<file path="config.mk">
export PLATFORM = sky130hd
export DESIGN_NAME = mc_ctrl
export DESIGN_NICKNAME = d
export VERILOG_FILES = /design/src/rtl/mc_pkg.sv /design/src/rtl/mc_alu_dec.sv /design/src/rtl/mc_ctrl.sv
export SDC_FILE = /design/constraint.sdc
export NUM_CORES = 1
export LEC_CHECK = 0
export CORE_AREA = 4 4 41 43
export CTS_BUF_LIST = sky130_fd_sc_hd__clkbuf_8
export DETAILED_ROUTE_END_ITERATION = 16
export DIE_AREA = 0 0 45 47
export DONT_BUFFER_PORTS = 1
export SYNTH_ARGS = -nofsm -noshare
export SYNTH_HDL_FRONTEND = slang
export SYNTH_SLANG_ARGS = --single-unit
</file>
<file path="constraint.sdc">
create_clock -name clk_i -period 2.7 [get_ports clk_i]
set_input_delay 0.675 -clock clk_i [delete_from_list [all_inputs] [get_ports clk_i]]
set_output_delay 0.675 -clock clk_i [all_outputs]
set_load 0.01 [all_outputs]
</file>
<file path="src/rtl/mc_pkg.sv">
// mc_pkg: state enum, instruction encodings, ALU op codes and select encodings shared by the multicycle controller and ALU.
package mc_pkg;
  typedef enum logic [3:0] {
    S_RST, S_FETCH, S_DECODE, S_MEMADR, S_MEMRD, S_MEMWB, S_MEMWR,
    S_RTEXEC, S_RTWB, S_BRANCH, S_JUMP, S_IMMEXEC, S_IMMWB
  } state_e;
  localparam logic [5:0] OP_RTYPE = 6'b000000;
  localparam logic [5:0] OP_LW    = 6'b100011;
  localparam logic [5:0] OP_SW    = 6'b101011;
  localparam logic [5:0] OP_BEQ   = 6'b000100;
  localparam logic [5:0] OP_J     = 6'b000010;
  localparam logic [5:0] OP_ADDI  = 6'b001000;
  localparam logic [5:0] OP_ANDI  = 6'b001100;
  localparam logic [5:0] OP_ORI   = 6'b001101;
  localparam logic [5:0] OP_SLTI  = 6'b001010;
  localparam logic [5:0] FN_ADD = 6'h20;
  localparam logic [5:0] FN_SUB = 6'h22;
  localparam logic [5:0] FN_AND = 6'h24;
  localparam logic [5:0] FN_OR  = 6'h25;
  localparam logic [5:0] FN_XOR = 6'h26;
  localparam logic [5:0] FN_NOR = 6'h27;
  localparam logic [5:0] FN_SLT = 6'h2A;
  localparam logic [3:0] ALU_AND = 4'b0000;
  localparam logic [3:0] ALU_OR  = 4'b0001;
  localparam logic [3:0] ALU_ADD = 4'b0010;
  localparam logic [3:0] ALU_SUB = 4'b0110;
  localparam logic [3:0] ALU_SLT = 4'b0111;
  localparam logic [3:0] ALU_NOR = 4'b1100;
  localparam logic [3:0] ALU_XOR = 4'b1101;
  localparam logic       SRCA_PC     = 1'b0;
  localparam logic       SRCA_REG    = 1'b1;
  localparam logic [1:0] SRCB_REG    = 2'd0;
  localparam logic [1:0] SRCB_FOUR   = 2'd1;
  localparam logic [1:0] SRCB_IMM    = 2'd2;
  localparam logic [1:0] SRCB_IMM_SH = 2'd3;
  localparam logic [1:0] PC_ALU    = 2'd0;
  localparam logic [1:0] PC_ALUOUT = 2'd1;
  localparam logic [1:0] PC_JUMP   = 2'd2;
endpackage

</file>
<file path="src/rtl/mc_alu_dec.sv">
// mc_alu_dec: combinational opcode/funct to ALU op decode with illegal flag.
// Immediate-format ops decode only when MC_CTRL_IMM_EN is defined.
module mc_alu_dec
  import mc_pkg::*;
(
  input  logic [5:0] opcode_i,
  input  logic [5:0] funct_i,
  output logic [3:0] alu_op_o,
  output logic       zext_o,
  output logic       illegal_o
);
  always_comb begin
    alu_op_o = ALU_AND;
    zext_o = 1'b0;
    illegal_o = 1'b0;
    case (opcode_i)
      OP_RTYPE:
        case (funct_i)
          FN_ADD:  alu_op_o = ALU_ADD;
          FN_SUB:  alu_op_o = ALU_SUB;
          FN_AND:  alu_op_o = ALU_AND;
          FN_OR:   alu_op_o = ALU_OR;
          FN_XOR:  alu_op_o = ALU_XOR;
          FN_NOR:  alu_op_o = ALU_NOR;
          FN_SLT:  alu_op_o = ALU_SLT;
          default: illegal_o = 1'b1;
        endcase
`ifdef MC_CTRL_IMM_EN
      OP_ADDI: alu_op_o = ALU_ADD;
      OP_ANDI: begin
        alu_op_o = ALU_AND;
        zext_o = 1'b1;
      end
      OP_ORI: begin
        alu_op_o = ALU_OR;
        zext_o = 1'b1;
      end
      OP_SLTI: alu_op_o = ALU_SLT;
`endif
      default: illegal_o = 1'b1;
    endcase
  end
endmodule

</file>
<file path="src/rtl/mc_ctrl.sv">
// mc_ctrl: multicycle MIPS-subset control FSM driving ALU selects and all core write enables.
// Define MC_CTRL_IMM_EN to build addi/andi/ori/slti support (IMMEXEC/IMMWB).
module mc_ctrl
  import mc_pkg::*;
(
  input  logic       clk_i,
  input  logic       rst_ni,
  input  logic [5:0] opcode_i,
  input  logic [5:0] funct_i,
  input  logic       zf_i,
  input  logic       mem_ready_i,
  output logic [3:0] alu_op_o,
  output logic       alu_src_a_o,
  output logic [1:0] alu_src_b_o,
  output logic       imm_zext_o,
  output logic [1:0] pc_src_o,
  output logic       pc_en_o,
  output logic       iord_o,
  output logic       mem_req_o,
  output logic       mem_we_o,
  output logic       ir_we_o,
  output logic       reg_we_o,
  output logic       reg_dst_o,
  output logic       mem_to_reg_o,
  output logic       illegal_o
);
  state_e state_q, state_d;
  logic [3:0] dec_op;
  logic dec_zext, dec_ill;
  mc_alu_dec u_dec (.opcode_i(opcode_i), .funct_i(funct_i), .alu_op_o(dec_op), .zext_o(dec_zext), .illegal_o(dec_ill));
  always_comb begin
    state_d = state_q;
    alu_op_o = ALU_AND;
    alu_src_a_o = SRCA_PC;
    alu_src_b_o = SRCB_REG;
    imm_zext_o = 1'b0;
    pc_src_o = PC_ALU;
    pc_en_o = 1'b0;
    iord_o = 1'b0;
    mem_req_o = 1'b0;
    mem_we_o = 1'b0;
    ir_we_o = 1'b0;
    reg_we_o = 1'b0;
    reg_dst_o = 1'b0;
    mem_to_reg_o = 1'b0;
    illegal_o = 1'b0;
    case (state_q)
      S_RST: state_d = S_FETCH;
      S_FETCH: begin
        mem_req_o = 1'b1;
        alu_src_b_o = SRCB_FOUR;
        alu_op_o = ALU_ADD;
        ir_we_o = mem_ready_i;
        pc_en_o = mem_ready_i;
        state_d = mem_ready_i ? S_DECODE : S_FETCH;
      end
      S_DECODE: begin
        alu_src_b_o = SRCB_IMM_SH;
        alu_op_o = ALU_ADD;
        case (opcode_i)
          OP_LW, OP_SW: state_d = S_MEMADR;
          OP_RTYPE:     state_d = S_RTEXEC;
          OP_BEQ:       state_d = S_BRANCH;
          OP_J:         state_d = S_JUMP;
`ifdef MC_CTRL_IMM_EN
          OP_ADDI, OP_ANDI, OP_ORI, OP_SLTI: state_d = S_IMMEXEC;
`endif
          default: begin
            illegal_o = 1'b1;
            state_d = S_FETCH;
          end
        endcase
      end
      S_MEMADR: begin
        alu_src_a_o = SRCA_REG;
        alu_src_b_o = SRCB_IMM;
        alu_op_o = ALU_ADD;
        state_d = (opcode_i == OP_SW) ? S_MEMWR : S_MEMRD;
      end
      S_MEMRD: begin
        mem_req_o = 1'b1;
        iord_o = 1'b1;
        state_d = mem_ready_i ? S_MEMWB : S_MEMRD;
      end
      S_MEMWB: begin
        reg_we_o = 1'b1;
        mem_to_reg_o = 1'b1;
        state_d = S_FETCH;
      end
      S_MEMWR: begin
        mem_req_o = 1'b1;
        mem_we_o = 1'b1;
        iord_o = 1'b1;
        state_d = mem_ready_i ? S_FETCH : S_MEMWR;
      end
      S_RTEXEC: begin
        alu_src_a_o = SRCA_REG;
        alu_op_o = dec_op;
        illegal_o = dec_ill;
        state_d = dec_ill ? S_FETCH : S_RTWB;
      end
      S_RTWB: begin
        reg_we_o = 1'b1;
        reg_dst_o = 1'b1;
        state_d = S_FETCH;
      end
      S_BRANCH: begin
        alu_src_a_o = SRCA_REG;
        alu_op_o = ALU_SUB;
        pc_src_o = PC_ALUOUT;
        pc_en_o = zf_i;
        state_d = S_FETCH;
      end
      S_JUMP: begin
        pc_src_o = PC_JUMP;
        pc_en_o = 1'b1;
        state_d = S_FETCH;
      end
`ifdef MC_CTRL_IMM_EN
      S_IMMEXEC: begin
        alu_src_a_o = SRCA_REG;
        alu_src_b_o = SRCB_IMM;
        alu_op_o = dec_op;
        imm_zext_o = dec_zext;
        state_d = S_IMMWB;
      end
      S_IMMWB: begin
        reg_we_o = 1'b1;
        state_d = S_FETCH;
      end
`endif
      default: state_d = S_RST;
    endcase
  end
  // Outputs decode from state_q, so async reset to RST zeroes them immediately.
  always_ff @(posedge clk_i or negedge rst_ni)
    if (!rst_ni) state_q <= S_RST;
    else state_q <= state_d;
`ifndef MC_CTRL_IMM_EN
  logic unused_zext;
  assign unused_zext = dec_zext;
`endif
endmodule

</file>
* Word-level counts from Yosys, hierarchy flattened
Index checks and enable logic that the tools add are counted.
W data, S select, Z words.
** Word-level totals
- Logic and storage cells :: 58
- Output and inout bits :: 19
- Register bits :: 4
- Bits of input ports :: 16
** Cells by class
- Reductions and logical operators :: 11
- Eq/ne operators :: 21
- Multiplexer cells :: 25
** Operators with widths (number)
- $eq A6 B6 Y1 const B :: 9
- $pmux W4 S7 :: 1
- $pmux W4 S6 :: 1
- $eq A4 B3 Y1 const B :: 4
- $pmux W4 S4 :: 1
- $eq A4 B4 Y1 const B :: 3
- $mux W1 :: 12
- $pmux W4 S3 :: 1
- $reduce_or A5 Y1 :: 2
- $reduce_or A3 Y1 :: 3
- $eq A4 B2 Y1 const B :: 2
- $mux W4 :: 2
- $reduce_or A7 Y1 :: 1
- $eq A6 B2 Y1 const B :: 1
- $eq A6 B3 Y1 const B :: 1
- $logic_not A6 Y1 :: 1
- $pmux W2 S3 :: 1
- $reduce_or A2 Y1 :: 3
- $eq A4 B1 Y1 const B :: 1
- $logic_not A4 Y1 :: 1
- $mux W2 :: 2
- $pmux W2 S2 :: 1
- $mux W3 :: 1
- $pmux W1 S3 :: 1
- $pmux W1 S2 :: 1

* Logic depth before layout (Yosys ltp)
Gate-level depths: netlist of run 1.
- Depth after elaboration :: 6
- Depth in mapped cells :: 5
- Mapped depth without buffers :: 4

* Cells and area by module
Synthesis of run 1 repeated with hierarchy kept, for this count alone.
** Second synthesis, totals
- Cell total of the unflattened synthesis :: 97
- Area total of the unflattened synthesis :: 714.4 um2
** Modules (own cells, without submodules)
- mc_ctrl :: cells an instance 80, area each 573.0 um2, instances 1, seq. area each 100.1 um2
- mc_alu_dec :: cells an instance 17, area each 141.4 um2, instances 1, seq. area each 0.0 um2

* Worst setup path before layout of run 1
Ideal clock, no wire load.
- Kind :: input port to output port
- Start :: input opcode_i[0]
- End :: output alu_op_o[3]
- Buffers on the path :: 0
- Stages :: 3
- Setup slack :: 0.224 ns
- Arrival time :: 1.801 ns
- Required time :: 2.025 ns
- Path through :: or4_4 > nor4_4 > and4b_1
** Between the ends
- Longest elaborated chain between the ends :: 3
** RTL lines
- start: declaration :: line mc_ctrl.sv:8 : input logic [5:0] opcode_i,
- $logic_not A6 Y1 :: line mc_alu_dec.sv:16 : case (opcode_i)
- $mux W4 :: line mc_alu_dec.sv:16
- $pmux W4 S3 :: line mc_ctrl.sv:47 : case (state_q)
- end: declaration :: line mc_ctrl.sv:12 : output logic [3:0] alu_op_o,
Every way passes these cells.

* Final worst setup path of run 1
Ends and elaborated chain as after synthesis.

==> results.py, run 1 <==
metrics = {
    "outcome": {
        "status": "finished clean",
    },
    "finish": {
        "fillerInstances": 147,
        "drive_gt1_frac": 0.138,
        "top_register": "state_q",
        "reg_top3": "state_q: 4 flops",
        "area_delta_synth_final_pct": 7.53,
        "final_cell_count_no_fill": 95,
        "diodes": 0,
        "layout.nets": 98,
        "largest_reg_flops": 4,
    },
    "synthesis": {
        "syn_nets": 97,
        "synth_warnings": 0,
        "avgSynthCellArea_sq_um": 7.18,
        "seq_area_frac_synth": 0.172,
        "synth_cell_types": 37,
        "yosys_register_bits": 4,
        "synth_area_sq_um": 582,
        "syn_inst": 81,
    },
    "clocking": {
        "root_buffer": "clkbuf_8",
        "postCtsSetupBuffers": 0,
        "cts_sinks": 4,
        "htree_levels": 1,
        "tritoncts": "yes",
        "cts_buffer_depth": 2,
        "ctsResizeCount": 0,
        "cts_made_buffers": 3,
        "clock_latency_ns": 0.21,
        "cts_hold_buffers": 0,
        "path_clk_slew_ns": 0.03,
    },
    "critical_path": {
        "r2r-start": "state_q[0]$_DFF_PN0_",
        "regToRegSetupSlack_ns": 1.15,
        "crit_path_end_kind": "primary output",
        "critical_path.max_fanout": 5,
        "cp_data_required_time_ns": 2.03,
        "arrival_ns": 1.87,
        "reg2reg_depth": 3,
        "worst_r2r_endpoint": "state_q[3]$_DFF_PN0_",
        "critPathKind": "primary input to primary output",
        "start_kind": "primary input",
    },
    "placement": {
        "place_congestion": 0.741,
        "hpwl_um": 1120,
        "port_buffers": 0,
        "dp.cells": 92,
    },
    "grt": {
        "antenna_found_initial": 0,
        "grt_overflow_total": 0,
        "grt_max_degree": 15,
        "grt_usage": 0.143,
        "grt_pass1_vias": 522,
        "grt_pass1_wl_um": 2260,
    },
    "timing": {
        "period_share": 0.941,
        "finalSetupTns_ns": 0,
        "hold_ws_ns": 0.159,
        "rsz0062_at_grt": "no",
        "period_needed_ns": 2.54,
        "slew_violations": 0,
        "hold_viol_final": 0,
        "finClkSkew_ns": 0.0000827,
        "max_slew_margin": 0.610,
        "tightest_slew_ns": 0.583,
        "max_freq_ghz": 0.394,
        "setup_viol": 0,
    },
    "drt": {
        "vias_per_cell": 6.09,
        "wl_um": 1380,
        "drc": 0,
        "drtAntennaViolNets": 0,
        "first_pass_iters": 4,
        "vias": 579,
        "first_iter_violations": 7,
        "avgRoutedWirePerCell_um": 14.5,
    },
    "floorplan": {
        "pin_count": 35,
        "start_util": 0.447,
        "core-area_sq_mm": 0.00130,
        "die_h_um": 47,
        "num_rows": 13,
        "die_x_um": 45,
        "dieArea_sq_mm": 0.00212,
    },
    "pwr": {
        "p_leak_uw": 0.000253,
        "powerDensity_mw_per_mm2": 858,
        "ir_drop_v": 0.000385,
    },
    "hold_path": {
        "hp-class": "primary input to async pin",
    },
    "run": {
        "drv_cap": 0,
    },
}
[report_power, final]
group / switching [uW] / internal, uW / leakage, uW / total, uW
Combinational: 165 / 107 / 0.000179 / 273
Sequential: 60.3 / 81.6 / 0.0000517 / 142
Clock: 27.8 / 94.8 / 0.0000216 / 123
[cell usage in the layout (no fill, tap or decap)]
cell	n
or2b_2	1
nand2b_1	5
conb_1	1
clkbuf_8	3
nand3_1	3
or4b_1	1
mux2i_1	2
a41o_2	1
a21oi_1	8
a21o_1	1
a211oi_1	1
nor4_1	1
nor2_1	9
a22oi_1	1
nor4bb_1	1
or3_1	2
a31o_2	2
a211o_1	3
nor3_1	5
nor3b_1	1
nand2_1	6
nor2b_1	2
o41ai_1	1
o21a_1	1
inv_1	1
xnor2_1	2
nand4_1	1
nor4_4	1
dfrtp_1	4
buf_4	1
or2_2	1
o21ai_0	4
or4_4	1
and4b_1	1
or3b_1	1
[cell usage after synthesis]
library cell  number  area, sq um
xnor2_1            2         17.5
nand3_1            3         15.0
nand2b_1           5         31.3
a22oi_1            1         7.51
a211oi_1           1         7.51
o21ai_0            4         20.0
or3_1              2         12.5
buf_1              1         3.75
nor3b_1            1         7.51
buf_2              1         5.00
mux2i_1            2         20.0
conb_1             1         3.75
and4b_1            1         10.0
a41o_2             1         11.3
buf_4              1         7.51
or2b_2             1         8.76
a211o_1            3         26.3
nor2b_1            2         12.5
nor2_1             9         33.8
or4b_1             1         10.0
a21oi_1            8         40.0
nand4_1            1         6.26
or3b_1             1         8.76
a31o_2             2         17.5
nor4_1             1         6.26
inv_1              1         3.75
o21a_1             1         7.51
or4_4              1         11.3
clkbuf_1           2         7.51
nand2_1            6         22.5
nor4bb_1           1         10.0
or2_2              1         6.26
a21o_1             1         7.51
nor4_4             1         21.3
o41ai_1            1         8.76
nor3_1             5         25.0
dfrtp_1            4          100
[critical path: stages]
cell and delay, ns:
or4_4 0.55, nor4_4 0.34, and4b_1 0.30
[worst max path at each step]
stage	to	cells past startpoint	from
finish	alu_op_o[3]	3	opcode_i[0]
detailed placement	alu_op_o[3]	3	opcode_i[0]
global placement	alu_op_o[3]	3	opcode_i[0]
global route	alu_op_o[3]	3	funct_i[4]
floorplan	alu_op_o[3]	3	opcode_i[0]
CTS	alu_op_o[3]	3	opcode_i[0]
[final cells by class]
type	instances	area [sq um]	area share
multi-input cells	71	454	0.726
flip-flops and latches	4	100	0.160
clock buffers	3	41.3	0.0660
well taps	15	18.8	0.0300
repair buffers	1	7.51	0.0120
inverters	1	3.75	0.00600
[cells by family (layout without fill, tap and decap cells)]
kind of cell | count (synthesis) | count (layout) | share of synthesized area
mux | 2 | 2 | 0.0344
xor+xnor | 2 | 2 | 0.0301
other cells | 1 | 1 | 0.00645
compound gates | 23 | 23 | 0.265
flops | 4 | 4 | 0.172
buf+inv | 6 | 5 | 0.0473
simple gates | 43 | 43 | 0.445
[through the flow]
stage / util / total power [uW] / worst slack [ns] / area [sq um]
after detailed placement: 0.449 / 419 / 0.151 / 584
after global routing: 0.481 / 599 / 0.110 / 626
after CTS: 0.481 / 547 / 0.151 / 626
after floorplan: - / 382 / 0.224 / 582
after global placement: 0.449 / 420 / 0.169 / 584
final: 0.481 / 537 / 0.159 / 626
[layer usage]
metal	wire, um	global-route usage
met2	601	0.203
met4	0	0.0526
met5	0	0
met1	626	0.209
met3	152	0.0307
Power figures use the tool's default switching activity.
==> inputs of run 2 (changes only) <==
Settings changed: CORE_AREA 4 4 41 43 to default, CORE_MARGIN from default to 4, CORE_UTILIZATION from default to 38, DIE_AREA 0 0 45 47 to default, DONT_BUFFER_PORTS 1 to default, PLACE_DENSITY from default to 0.82.
==> run 2 against run 1 <==
Effect of this change:
- the flow now finishes with violations (negative setup slack)
- non-clock buffer count is 59 higher
- count of clock-buffer cells in the layout unchanged
- register-to-register slack worse by 0.18 ns
- sequential power decreased by 28%
- critical path type unchanged
- critical endpoint unchanged
- largest cell class is now non-clock buffers
- highest routed layer is now met4
==> results.py, run 2 (synthesized netlist as in run 1, its figures left out) <==
metrics = {
    "floorplan": {
        "die_h_um": 47.1,
        "dieArea_sq_mm": 0.00222,
        "die_x_um": 47.1,
        "num_rows": 13,
        "start_util": 0.426,
        "core-area_sq_mm": 0.00137,
        "pin_count": 35,
    },
    "critical_path": {
        "worst-path-buf-inv": 3,
        "cp_data_required_time_ns": 2.03,
        "critPathKind": "primary input to primary output",
        "crit_path_end_kind": "primary output",
        "arrival_ns": 2.06,
        "start_kind": "primary input",
        "slowest_stage": "or4_4",
        "critPathMaxStageDelay_ns": 0.56,
        "cpLargestDelayFamily": "simple AND/OR/NAND/NOR gates",
        "crit_chain": "buf_6 > or4_4 > nor4_4 > buf_4 > and4b_1 > buf_2",
        "critical_path.max_fanout": 3,
    },
    "clocking": {
        "cts_hold_buffers": 0,
        "clock_latency_ns": 0.22,
        "path_clk_slew_ns": 0.03,
        "cts_buffer_depth": 2,
        "cts_made_buffers": 3,
        "root_buffer": "clkbuf_8",
        "htree_levels": 1,
        "tritoncts": "yes",
        "cts_sinks": 4,
    },
    "timing": {
        "slew_violations": 0,
        "period_share": 1.01,
        "max_freq_ghz": 0.366,
        "hold_ws_ns": 0.658,
        "finClkSkew_ns": 0.00240,
        "hold_viol_final": 0,
        "fin_ws_ns": -0.0337,
        "rsz0062_at_grt": "yes",
        "setup_viol": 1,
        "period_needed_ns": 2.73,
    },
    "drt": {
        "wl_um": 2370,
        "drc": 0,
        "vias": 885,
        "first_pass_iters": 4,
        "drtAntennaViolNets": 0,
        "first_iter_violations": 57,
        "avgRoutedWirePerCell_um": 15.4,
        "vias_per_cell": 5.75,
    },
    "pwr": {
        "power_frac_comb": 0.709,
        "p_leak_uw": 0.000522,
        "pwr-share-clk": 0.162,
        "total_power_uw": 792,
        "swShare": 0.412,
        "internal_power_uw": 466,
        "p_seq_frac": 0.129,
        "p_sw_uw": 326,
        "ir_drop_v": 0.000367,
        "powerDensity_mw_per_mm2": 699,
    },
    "placement": {
        "port_buffers": 33,
        "place_congestion": 0.877,
        "hpwl_um": 1650,
    },
    "finish": {
        "reg_top3": "state_q: 4 flops",
        "diodes": 0,
        "fillerInstances": 87,
        "top_register": "state_q",
        "drive_gt1_frac": 0.381,
        "area_delta_synth_final_pct": 94.6,
        "most-common-layout-cells": "buf_4 (26), clkdlybuf4s50_1 (19), nor2_1 (8)",
        "layout_commonest_cell": "buf_4",
        "largest_reg_flops": 4,
        "layout.nets": 157,
    },
    "outcome": {
        "status": "finished with violations",
        "violations": "negative setup slack",
    },
    "grt": {
        "grt_usage": 0.231,
        "grt_max_degree": 14,
        "grt_pass1_vias": 836,
        "antenna_found_initial": 0,
        "grt_overflow_total": 0,
        "grt_pass1_wl_um": 3630,
    },
    "run": {
        "drv_cap": 0,
    },
    "hold_path": {
        "hp-class": "primary input to async pin",
    },
}
run 2: cell count changes in the layout (fill, tap and decap cells not counted), sizes merged:
cell           change
clkdlybuf4s50     +19
buf               +35
clkbuf             +3
dlygate4sd2        +2
run 2: through the flow:
stage | setup WS [ns] | utilization | cell area (sq um) | cells | TNS, ns
detailed placement | -0.769 | 0.774 | 1060 | 144 | -3.56
global placement | -0.721 | 0.774 | 1060 | 144 | -3.32
global route | -0.0806 | 0.829 | 1130 | 154 | -0.141
finish | -0.0337 | 0.829 | 1130 | 154 | -0.0337
CTS | 0.00228 | 0.815 | 1110 | 152 | 0
floorplan | 0.224 | - | 582 | 81 | 0
run 2: worst paths after layout:
path,startpoint,endpoint,slack (ns),cells past startpoint
worst max-delay path,opcode_i[1],alu_op_o[3],-0.03,6
worst min-delay path,rst_ni,state_q[1]$_DFF_PN0_,0.66,1
worst max register to register,state_q[3]$_DFF_PN0_,state_q[3]$_DFF_PN0_,0.97,8
worst min register to register,state_q[3]$_DFF_PN0_,state_q[2]$_DFF_PN0_,0.74,3
max in group asynchronous,rst_ni,state_q[0]$_DFF_PN0_,1.88,1
min in group clk_i,state_q[3]$_DFF_PN0_,state_q[2]$_DFF_PN0_,0.74,3
run 2: cell type report:
class | count | area, sq um | share of cell area
multi-input combinational | 71 | 475 | 0.420
timing repair buffer | 60 | 493 | 0.435
sequential | 4 | 100 | 0.0884
tap | 15 | 18.8 | 0.0166
inverter | 1 | 3.75 | 0.00331
clock buffer | 3 | 41.3 | 0.0365
run 2: worst register-to-register path, stage by stage (launching register included):
cell	delay (ns)
dfrtp_1	0.36
or2b_2	0.37
nor4_4	0.32
buf_4	0.17
buf_4	0.10
buf_4	0.09
buf_4	0.09
nand2_1	0.05
o41ai_1	0.06
run 2: per-layer routing:
metal  part of all wire  GRT usage  wire, um  up-vias
met3              0.082     0.0345       194        4
li1                   -          -         -      418
met1               0.38      0.267       905      415
met2               0.52      0.423      1240       48
met4             0.0097     0.0884        23        0
met5                  0          0         0        -
run 2: power groups by stage:
stage	clock [uW]	combinational [uW]	sequential [uW]
after global placement	0	552	101
after floorplan	0	289	92.6
after CTS	128	553	101
after detailed placement	0	568	101
after global routing	136	614	105
final	128	562	102
run 2: repair_timing:
action	in CTS	in global routing
gates resized for setup	46	9
pin swaps	4	2
buffers inserted	5	2
endpoints found under the setup margin	6	4
